<file path="src/rtl/spi_rx_deserializer_if.sv">
// ---------------------------------------------------------------------------
// spi_rx_deserializer_if
//   Valid/ready word interface between the SPI receive deserializer and the
//   downstream consumer.
//   Signals:
//     rx_data  [DATA_W]  received word, stable while rx_valid=1
//     rx_valid           word available
//     rx_ready           consumer accepts word when rx_valid && rx_ready
//   Modports:
//     master  : word producer (the deserializer)
//     slave   : word consumer
// ---------------------------------------------------------------------------
interface spi_rx_deserializer_if #(
    parameter int DATA_W = 6
);
    logic [DATA_W-1:0] rx_data;
    logic              rx_valid;
    logic              rx_ready;

    modport master (
        output rx_data,
        output rx_valid,
        input  rx_ready
    );

    modport slave (
        input  rx_data,
        input  rx_valid,
        output rx_ready
    );
endinterface

</file>
<file path="src/rtl/spi_rx_deserializer.sv">
// ---------------------------------------------------------------------------
// spi_rx_deserializer
//   Receives 3-wire serial frames (sclk/cs_n/sdi), samples sdi on each sclk
//   rising edge while cs_n is low, assembles DATA_W-bit LSB-first words and
//   presents them on a valid/ready interface. Flags frames with the wrong
//   bit count, dropped words (overrun) and, optionally, parity errors.
//   Optional feature macro: SPI_RX_PARITY_EN (adds a trailing even-parity
//   bit per frame; mismatching words are not delivered).
//   Ports:
//     clk, rst_n   system clock, asynchronous active-low reset
//     sclk         serial clock (each level held >= 1 clk period)
//     cs_n         active-low chip select framing one word
//     sdi          serial data, LSB first
//     rx_if        valid/ready word output (master modport)
//     frame_err    1-cycle pulse: frame ended with wrong bit count
//     overrun      1-cycle pulse: completed word dropped, old word held
//     parity_err   1-cycle pulse: parity mismatch (0 without parity)
// ---------------------------------------------------------------------------
module spi_rx_deserializer #(
    parameter int DATA_W      = 6,
    parameter int SYNC_STAGES = 2
) (
    input  logic                 clk,
    input  logic                 rst_n,
    input  logic                 sclk,
    input  logic                 cs_n,
    input  logic                 sdi,
    spi_rx_deserializer_if.master rx_if,
    output logic                 frame_err,
    output logic                 overrun,
    output logic                 parity_err
);

`ifdef SPI_RX_PARITY_EN
    localparam int NBITS = DATA_W + 1;
`else
    localparam int NBITS = DATA_W;
`endif
    localparam int CNT_W = $clog2(NBITS + 1);

    typedef enum logic [1:0] {IDLE, SHIFT, DONE} state_e;

    // Identical synchroniser chains keep sdi aligned with its sclk edge.
    logic [SYNC_STAGES-1:0] sclk_sync_q, sclk_sync_d;
    logic [SYNC_STAGES-1:0] cs_sync_q,   cs_sync_d;
    logic [SYNC_STAGES-1:0] sdi_sync_q,  sdi_sync_d;
    logic                   sclk_prev_q, sclk_prev_d;

    state_e             state_q, state_d;
    logic [CNT_W-1:0]   bit_cnt_q, bit_cnt_d;
    logic [NBITS-1:0]   shreg_q, shreg_d;
    logic [DATA_W-1:0]  rx_data_q, rx_data_d;
    logic               rx_valid_q, rx_valid_d;
    logic               frame_err_q, frame_err_d;
    logic               overrun_q, overrun_d;
`ifdef SPI_RX_PARITY_EN
    logic               parity_err_q, parity_err_d;
`endif

    logic sclk_s, cs_s, sdi_s, sclk_rise;
    logic word_done, word_ok;

    assign sclk_s    = sclk_sync_q[SYNC_STAGES-1];
    assign cs_s      = cs_sync_q[SYNC_STAGES-1];
    assign sdi_s     = sdi_sync_q[SYNC_STAGES-1];
    assign sclk_rise = sclk_s & ~sclk_prev_q;

    always_comb begin
        sclk_sync_d = {sclk_sync_q[SYNC_STAGES-2:0], sclk};
        cs_sync_d   = {cs_sync_q[SYNC_STAGES-2:0],   cs_n};
        sdi_sync_d  = {sdi_sync_q[SYNC_STAGES-2:0],  sdi};
        sclk_prev_d = sclk_s;

        state_d     = state_q;
        bit_cnt_d   = bit_cnt_q;
        shreg_d     = shreg_q;
        rx_data_d   = rx_data_q;
        rx_valid_d  = rx_valid_q;
        frame_err_d = 1'b0;
        overrun_d   = 1'b0;
        word_done   = 1'b0;
        word_ok     = 1'b1;
`ifdef SPI_RX_PARITY_EN
        parity_err_d = 1'b0;
`endif

        if (rx_valid_q && rx_if.rx_ready) begin
            rx_valid_d = 1'b0;
        end

        // cs_n is tested before sclk_rise in every state: a deselect seen in
        // the same cycle as an edge ignores the edge.
        case (state_q)
            IDLE: begin
                bit_cnt_d = '0;
                shreg_d   = '0;
                if (!cs_s) begin
                    state_d = SHIFT;
                end
            end
            SHIFT: begin
                if (cs_s) begin
                    frame_err_d = 1'b1;
                    bit_cnt_d   = '0;
                    shreg_d     = '0;
                    state_d     = IDLE;
                end else if (sclk_rise) begin
                    shreg_d[bit_cnt_q] = sdi_s;
                    bit_cnt_d          = bit_cnt_q + CNT_W'(1);
                    if (bit_cnt_q == CNT_W'(NBITS - 1)) begin
                        word_done = 1'b1;
                        state_d   = DONE;
                    end
                end
            end
            DONE: begin
                if (cs_s) begin
                    state_d = IDLE;
                end else if (sclk_rise) begin
                    frame_err_d = 1'b1;
                end
            end
            default: state_d = IDLE;
        endcase

`ifdef SPI_RX_PARITY_EN
        if (word_done && ((^shreg_d[DATA_W-1:0]) != shreg_d[NBITS-1])) begin
            word_ok      = 1'b0;
            parity_err_d = 1'b1;
        end
`endif

        // A word completing during a handshake replaces the old one with no
        // idle cycle; otherwise a held word is never overwritten.
        if (word_done && word_ok) begin
            if (!rx_valid_q || rx_if.rx_ready) begin
                rx_data_d  = shreg_d[DATA_W-1:0];
                rx_valid_d = 1'b1;
            end else begin
                overrun_d = 1'b1;
            end
        end
    end

    always_ff @(posedge clk or negedge rst_n) begin
        if (!rst_n) begin
            sclk_sync_q <= '0;
            cs_sync_q   <= '1;
            sdi_sync_q  <= '0;
            sclk_prev_q <= 1'b0;
            state_q     <= IDLE;
            bit_cnt_q   <= '0;
            shreg_q     <= '0;
            rx_data_q   <= '0;
            rx_valid_q  <= 1'b0;
            frame_err_q <= 1'b0;
            overrun_q   <= 1'b0;
`ifdef SPI_RX_PARITY_EN
            parity_err_q <= 1'b0;
`endif
        end else begin
            sclk_sync_q <= sclk_sync_d;
            cs_sync_q   <= cs_sync_d;
            sdi_sync_q  <= sdi_sync_d;
            sclk_prev_q <= sclk_prev_d;
            state_q     <= state_d;
            bit_cnt_q   <= bit_cnt_d;
            shreg_q     <= shreg_d;
            rx_data_q   <= rx_data_d;
            rx_valid_q  <= rx_valid_d;
            frame_err_q <= frame_err_d;
            overrun_q   <= overrun_d;
`ifdef SPI_RX_PARITY_EN
            parity_err_q <= parity_err_d;
`endif
        end
    end

    assign rx_if.rx_data  = rx_data_q;
    assign rx_if.rx_valid = rx_valid_q;
    assign frame_err      = frame_err_q;
    assign overrun        = overrun_q;
`ifdef SPI_RX_PARITY_EN
    assign parity_err     = parity_err_q;
`else
    assign parity_err     = 1'b0;
`endif

endmodule
</file>
<file path="src/flat_wrapper.sv">
// flat-port wrapper written by rule: the top's interface ports become plain ports
module spi_rx_deserializer_flat 
#(
    parameter int DATA_W      = 6,
    parameter int SYNC_STAGES = 2
)
  (clk, rst_n, sclk, cs_n, sdi, frame_err, overrun, parity_err, rx_if_rx_data, rx_if_rx_valid, rx_if_rx_ready);
  spi_rx_deserializer_if #(.DATA_W(DATA_W)) rx_if_i ();
  input  logic clk;
  input  logic rst_n;
  input  logic sclk;
  input  logic cs_n;
  input  logic sdi;
  output logic frame_err;
  output logic overrun;
  output logic parity_err;
  output wire logic [$bits(rx_if_i.rx_data)-1:0] rx_if_rx_data;
  output wire logic [$bits(rx_if_i.rx_valid)-1:0] rx_if_rx_valid;
  input wire logic [$bits(rx_if_i.rx_ready)-1:0] rx_if_rx_ready;
  assign rx_if_rx_data = rx_if_i.rx_data;
  assign rx_if_rx_valid = rx_if_i.rx_valid;
  assign rx_if_i.rx_ready = rx_if_rx_ready;
  spi_rx_deserializer #(.DATA_W(DATA_W), .SYNC_STAGES(SYNC_STAGES)) u_core (.clk(clk), .rst_n(rst_n), .sclk(sclk), .cs_n(cs_n), .sdi(sdi), .rx_if(rx_if_i), .frame_err(frame_err), .overrun(overrun), .parity_err(parity_err));
endmodule
</file>
<file path="config.mk">
export PLATFORM = sky130hd
export DESIGN_NAME = spi_rx_deserializer_flat
export DESIGN_NICKNAME = d
export VERILOG_FILES = /design/src/rtl/spi_rx_deserializer_if.sv /design/src/rtl/spi_rx_deserializer.sv /design/src/flat_wrapper.sv
export SDC_FILE = /design/constraint.sdc
export NUM_CORES = 1
export LEC_CHECK = 0
export CAP_MARGIN = 20
export CORE_ASPECT_RATIO = 1.2
export CORE_UTILIZATION = 48
export CTS_BUF_LIST = sky130_fd_sc_hd__clkbuf_16
export DETAILED_ROUTE_END_ITERATION = 16
export HOLD_SLACK_MARGIN = 0.12
export PLACE_DENSITY = 0.73
export SLEW_MARGIN = 30
export SYNTH_ARGS = -nofsm -noshare
export SYNTH_HDL_FRONTEND = slang
export SYNTH_SLANG_ARGS = --single-unit
</file>
<file path="constraint.sdc">
create_clock -name clk -period 1.54 [get_ports clk]
set_input_delay 0.154 -clock clk [delete_from_list [all_inputs] [get_ports clk]]
set_output_delay 0.154 -clock clk [all_outputs]
set_load 0.02 [all_outputs]
</file>
==> flow_summary_export.csv <==
group,metric,value,unit
synthesis,count_of_warnings_emitted_by_yosys,0,
synthesis,postSynthAreaPerCell,11.62,sq um
pwr,power.static_leakage,0.0007202,uW
critical_path,sort_of_element_at_the_end_of_the_critical_path,"register",
route,met2_wirelength,1285,um
timing,final.hold.worst_slack,252.2,ps
cells_and_area,finalCoreUtilization,69.79,%
timing,worst_slack,24.10,ps
timing,report.final.hold_viol_count,0,
route,drtIter0Drc,19,
timing,period_needed,1516,ps
clock_tree,cts_hold_buffers_added,0,
route,met3_wirelength,108,um
critical_path,worst_setup_path_start_kind,"register",
synthesis,synthesis.instances,108,
route,highest-signal-layer,"met4",
clock_tree,cts_buffers,3,
floorplanning,design.core.area,2377,sq um
clock_tree,cts.sinks,27,
critical_path,timing_worst_setup_path_type,"register to register",
cells_and_area,drive_above_1_share,26.28,%
timing,grt_setup_unrepaired,"true",
timing,final_max_tran_viols,0,
hold_path,worstHoldPathType,"input port to asynchronous set/reset pin",
status,run_status,"finished clean",
synthesis,synth.cell_area,1255,sq um
synthesis,mappedNetlistNets,119,
grt,grt.overflow.total,0,
clock_tree,bufs_on_longest_clock_path,2,
cells_and_area,fillCellCount,172,
synthesis,synth_edf_count,0,
critical_path,critPathSlowestCell,"sky130_fd_sc_hd__dfrtp_1",
placement,io_buffers,14,
floorplanning,initial_core_util,52.79,%
clock_tree,cts_root_buf,"sky130_fd_sc_hd__clkbuf_16",
floorplanning,die_area,2824,sq um
floorplanning,design.portCount,16,
critical_path,cp_slowest_stage_delay,430,ps
synthesis,yosysUniqueCellTypes,35,
clock_tree,worst_skew_pair.late_latency,270,ps
route,drt-total-wl,2596,um
route,firstDrtPassIters,4,
critical_path,ff2ff_path_depth,6,
route,wl_per_cell,15.45,um
route,detail-route-antenna-nets,0,
timing,clock.fmax,659.7,MHz
grt,wire_length_of_the_first_global_routing_pass,4188,um
clock_tree,cts_tree,"yes",
pwr,power_per_cell_area,1265,nW/um^2
route,remaining_drc_errors,0,
placement,routabilityCongestion,0.7625,
cells_and_area,nets,149,
synthesis,synth.ff_latch_count,27,
critical_path,cp_top_family,"flip-flops",
cells_and_area,syn2layout_area_growth,32.20,%
grt,vias_in_the_first_global_route,956,
grt,grt_max_degree,28,
synthesis,async_s_r_ff_share_synth,100.0,%
critical_path,critical_path.n_buffers_inverters,2,
placement,hpwl_after_detailed_placement,1821,um
timing,timing.final.crit_share,98.43,%
timing,final-setup-viol-count,0,
critical_path,worst_r2r_endpoint,"u_core.state_q[0]$_DFFE_PN0P_",
timing,final.setup.tns,0,ps
critical_path,cp_data_required_time,1740,ps
critical_path,r2r-start,"u_core.state_q[0]$_DFFE_PN0P_",
placement,pre_cts_ws,-138.7,ps
clock_tree,cts.reportedPaths.clkPinSlew,70,ps
route,sum_of_routed_wire_segments_on_met1,1105,um
critical_path,cp.arrival,1710,ps
synthesis,synthFlopType,"sky130_fd_sc_hd__dfrtp_1",
critical_path,worstSetupPathDepth,6,
floorplanning,std_cell_rows,19,
critical_path,crit_path_max_fanout,4,
clock_tree,htree_levels,1,
route,post_drt_via_cell_ratio,5.637,
floorplanning,die_outline_height,58.01,um
synthesis,yosysSeqAreaShare,54.04,%
pwr,irDropWorstVdd,0.0007050,V
critical_path,worstPathCellList,"inv_1, ha_2, buf_4, nor3b_1, o21ai_1, nand3_1",
grt,grt_usage,20.22,%
cells_and_area,diodes,0,
critical_path,reg2reg_setup_slack,20,ps
job,max_cap_violations,0,
timing,finalClockSkew,8.947,ps
floorplanning,floorplan.die.width,48.68,um
grt,initial_antenna_violation_count,0,
route,vias,947,
-- layer usage --
layer  GRT usage [%]  vias up
met4           13.87        0
met3           4.987        9
li1                -      457
met5               0        -
met1           22.47      453
met2           34.33       28
-- how the worst max path moves through the flow --
| stage | startpoint | endpoint | slack, ps |
|---|---|---|---|
| finish | u_core.state_q[0]$_DFFE_PN0P_ | u_core.state_q[0]$_DFFE_PN0P_ | 20 |
| global route | u_core.state_q[0]$_DFFE_PN0P_ | u_core.rx_if.rx_data[5]$_DFFE_PN0P_ | -30 |
| CTS | u_core.state_q[0]$_DFFE_PN0P_ | u_core.rx_if.rx_data[5]$_DFFE_PN0P_ | 4 |
| detailed placement | u_core.state_q[1]$_DFFE_PN0P_ | u_core.rx_if.rx_data[5]$_DFFE_PN0P_ | -140 |
| global placement | u_core.state_q[1]$_DFFE_PN0P_ | u_core.rx_if.rx_data[5]$_DFFE_PN0P_ | -8 |
| floorplan | u_core.state_q[1]$_DFFE_PN0P_ | u_core.rx_if.rx_data[4]$_DFFE_PN0P_ | 50 |
-- kinds of logic after synthesis --
kind of cell	share of synthesized area, %
buf+inv	4.587
compound gates	18.64
other cells	0.2988
fa+ha+maj	4.985
flops	54.04
mux	3.390
simple gates	14.06
-- placed cells by master, fill, tap and decap left out, types with 2 or more instances in the layout --
master,instances
sky130_fd_sc_hd__dfrtp_1,25
sky130_fd_sc_hd__buf_4,17
sky130_fd_sc_hd__clkdlybuf4s50_1,14
sky130_fd_sc_hd__a31oi_1,8
sky130_fd_sc_hd__a21oi_1,7
sky130_fd_sc_hd__nand2_1,6
sky130_fd_sc_hd__inv_1,5
sky130_fd_sc_hd__nor2b_1,4
sky130_fd_sc_hd__o31ai_1,4
sky130_fd_sc_hd__nand3b_1,3
sky130_fd_sc_hd__ha_1,3
sky130_fd_sc_hd__clkbuf_16,3
sky130_fd_sc_hd__nand4bb_1,2
sky130_fd_sc_hd__or3_1,2
sky130_fd_sc_hd__o311ai_2,2
sky130_fd_sc_hd__a22oi_1,2
sky130_fd_sc_hd__o21ai_1,2
sky130_fd_sc_hd__nand2b_1,2
sky130_fd_sc_hd__o22ai_1,2
sky130_fd_sc_hd__mux2i_1,2
sky130_fd_sc_hd__dfstp_2,2
-- cell type report --
type / instances / area [sq um] / share of cell area [%]
Tap cell: 31 / 38.79 / 2.338
Sequential cell: 27 / 678.2 / 40.87
Timing Repair Buffer: 32 / 279.0 / 16.82
Clock inverter: 1 / 7.507 / 0.4525
Multi-Input combinational cell: 68 / 558.0 / 33.64
Clock buffer: 3 / 75.07 / 4.525
Inverter: 6 / 22.52 / 1.357
-- Yosys cell counts (2+ instances only) --
cell type	count	area share [%]
sky130_fd_sc_hd__dfstp_2	2	4.2
sky130_fd_sc_hd__mux2i_1	2	1.6
sky130_fd_sc_hd__nand4bb_1	2	1.8
sky130_fd_sc_hd__o31ai_1	4	2.4
sky130_fd_sc_hd__nor2b_1	4	2.0
sky130_fd_sc_hd__a21oi_1	7	2.8
sky130_fd_sc_hd__nand3b_1	3	1.8
sky130_fd_sc_hd__a31oi_1	8	4.0
sky130_fd_sc_hd__o22ai_1	2	1.0
sky130_fd_sc_hd__a22oi_1	2	1.2
sky130_fd_sc_hd__inv_1	6	1.8
sky130_fd_sc_hd__nand2b_1	2	1.0
sky130_fd_sc_hd__o311ai_1	3	2.1
sky130_fd_sc_hd__clkbuf_1	2	0.60
sky130_fd_sc_hd__nand2_1	6	1.8
sky130_fd_sc_hd__ha_1	5	5.0
sky130_fd_sc_hd__nor2_1	2	0.60
sky130_fd_sc_hd__dfrtp_1	25	50
sky130_fd_sc_hd__buf_2	4	1.6
sky130_fd_sc_hd__or3_1	2	1.0
-- sequential cells by signal, indices dropped and copies added (netlist names) --
name                   cells
u_core.bit_cnt_q           3
u_core.cs_sync_q           2
u_core.frame_err           1
u_core.overrun             1
u_core.rx_if.rx_data       6
u_core.rx_if.rx_valid      1
u_core.sclk_prev_q         1
u_core.sclk_sync_q         2
u_core.sdi_sync_q          2
u_core.shreg_q             6
u_core.state_q             2
-- metrics by stage --
| step | cells | cell area, sq um | power [uW] |
|---|---|---|---|
| floorplan | 108 | 1255 | 1136 |
| global placement | 159 | 1496 | 1291 |
| detailed placement | 159 | 1496 | 1318 |
| CTS | 164 | 1602 | 1958 |
| global route | 168 | 1659 | 2181 |
| finish | 168 | 1659 | 2098 |
-- what timing repair did --
item,4_1_cts,5_1_grt
buffers inserted,1,4
gates resized for setup,3,8
endpoints found under the setup margin,14,11
-- report_power, final --
group,switching [uW],internal [uW],total [uW]
sequential,38.2,749,787
combinational,362,354,716
clock,242,353,595
No activity file was read; power rests on OpenSTA's default activity.
==> RTL edit: new RTL, same flow settings <==
The option `SPI_RX_PARITY_EN` is turned on by a define.
--- a/src/rtl/spi_rx_deserializer.sv
+++ b/src/rtl/spi_rx_deserializer.sv
@@ -18,2 +18,4 @@
 // ---------------------------------------------------------------------------
+`define SPI_RX_PARITY_EN
+
 module spi_rx_deserializer #(
Formal check against the unedited RTL: same outputs for any inputs over 10 cycles, from zero or initial values and one cycle with rst_n low; that may be too few to reach the edited logic, so the function may still have changed.
==> RTL edit against the unedited design <==
- the run now ends with setup timing left
- synthesized area rose by 21%
- critical path depth grew 6
- design area up 61%
- clock skew down 2.6 ps
- power grew 55%
- maximum frequency decreased by 51%
- synthesized cell count increased by 28%
- setup slack worse by 1500 ps
- routed wire length increased to 2.7 times the old value
- sequential cell count grew 2
- via count increased by 77%
- count of clock-buffer cells in the layout up 2
- clock power is 87% higher
- critical path type unchanged
==> RTL edit: results (changes against the unedited design) <==
Status
  – Status: complete, but fails checks
  – Failing checks: setup timing

Power
  – Power Total: 3.25 mW (+55%)
  – Seq pwr: 0.863 mW (+9.7%)
  – Leak pwr: 1.18 nW (+64%)
  – Clock group: 1.11 mW (+87%)

Critical path
  – Arrival @ worst endpoint: 3220 ps (+1510 ps)
  – R2R Path End: u_core.rx_if.rx_data[2]$_DFFE_PN0P_
  – R2R depth: 12 (+6)
  – Critical path fanouts, max: 6 (+2)
  – Worst reg2reg startpoint: u_core.state_q[1]$_DFFE_PN0P_

Timing
  – Setup violators final: 22 (+22)
  – Final WS setup: -1520 ps (-1550 ps)
  – Post-route setup TNS: -15720 ps (-15720 ps)
  – Skew final: 6.31 ps (-2.64 ps)

Route
  – Drt initial violations: 109 (+90)
  – DRT Pass-1 Iters: 5 (+1)

Global route
  – GR Util All Layers: 42.7% (+22 points)
  – Met2 usage: 67.0% (+33 points)
  – First-pass GRT wire length: 9740 microns (+130%)
  – Met1 GRT Util: 51.0% (+29 points)
  – GRT met3 Usage: 12.3% (+7.3 points)

Clock tree
  – CTS Buf Count: 5 (+2)
  – Clock-pin slew on the worst setup and hold paths: 50 ps (-20 ps)

Logic synthesis
  – Syn Nets: 149 (+25%)
  – Sequential cell area fraction in the yosys report: 48.1% (-5.9 points)
  – Synth unique cells: 48 (+37%)

Final layout
  – Layout Nets: 232 (+56%)
  – Fraction of layout cells with a size suffix above 1: 58.1% (+32 points)

Place
  – GPL Wtd Cong: 1.00 (+31%)
==> RTL edit: logic make-up after synthesis <==
kind of cell	count (synthesis)	share of synthesized area, %
xor+xnor	3	2.73
compound gates	37	17.6
flops	29	48.1
mux	8	7.36
buf+inv	10	3.55
fa+ha+maj	5	4.13
simple gates	46	16.5
==> RTL edit: metrics by stage <==
| stage | area (sq um) | std cells | setup WS [ps] | utilization [%] |
|---|---|---|---|---|
| after floorplan | 1520 | 138 | -1360 | - |
| after global placement | 2030 | 229 | -1220 | 70.2 |
| after detailed placement | 2030 | 229 | -1340 | 70.2 |
| after CTS | 2540 | 257 | -1320 | 87.9 |
| after global routing | 2670 | 256 | -1620 | 92.4 |
| final | 2670 | 256 | -1520 | 92.4 |
==> RTL edit: worst max-delay path, stage by stage (launching register included) <==
cell      delay [ps]
dfrtp_1          390
inv_2             80
ha_4             160
buf_6            110
mux2i_2          240
buf_4            180
nand2_1          110
or2_0            310
a21oi_1          260
o211ai_1         150
xnor3_2          460
nand3_4          150
mux2_4           340
==> RTL edit: cell type report <==
class,count,share of cell area (%)
Multi-Input combinational cell,99,37.3
Sequential cell,29,27.4
Timing Repair Buffer,82,26.9
Clock buffer,5,4.69
Tap cell,34,1.59
Clock inverter,3,1.55
Inverter,4,0.656
==> RTL edit: timing repair <==
item / 4_1_cts / 5_1_grt
resized for setup: 49 / 40
setup buffers: 22 / 9
setup endpoints to repair: 21 / 22
pin swaps: 11 / 11
==> RTL edit: how the worst max path moves through the flow <==
| stage | start | end | slack [ps] | depth (start not counted) |
|---|---|---|---|---|
| 2_1_floorplan | u_core.state_q[1]$_DFFE_PN0P_ | u_core.rx_if.rx_data[0]$_DFFE_PN0P_ | -1360 | 11 |
| 3_3_place_gp | u_core.state_q[1]$_DFFE_PN0P_ | u_core.rx_if.rx_data[3]$_DFFE_PN0P_ | -1220 | 11 |
| 3_5_place_dp | u_core.state_q[1]$_DFFE_PN0P_ | u_core.rx_if.rx_data[0]$_DFFE_PN0P_ | -1340 | 11 |
| 4_1_cts | u_core.state_q[1]$_DFFE_PN0P_ | u_core.rx_if.rx_data[0]$_DFFE_PN0P_ | -1320 | 11 |
| 5_1_grt | u_core.state_q[1]$_DFFE_PN0P_ | u_core.rx_if.rx_data[5]$_DFFE_PN0P_ | -1620 | 13 |
| 6_report | u_core.state_q[1]$_DFFE_PN0P_ | u_core.rx_if.rx_data[2]$_DFFE_PN0P_ | -1520 | 12 |
==> RTL edit: metal layers <==
| layer | up-vias | part of all wire [%] |
|---|---|---|
| li1 | 667 | - |
| met5 | - | 0 |
| met1 | 798 | 35 |
| met4 | 0 | 6.7 |
| met2 | 153 | 50 |
| met3 | 54 | 8.9 |
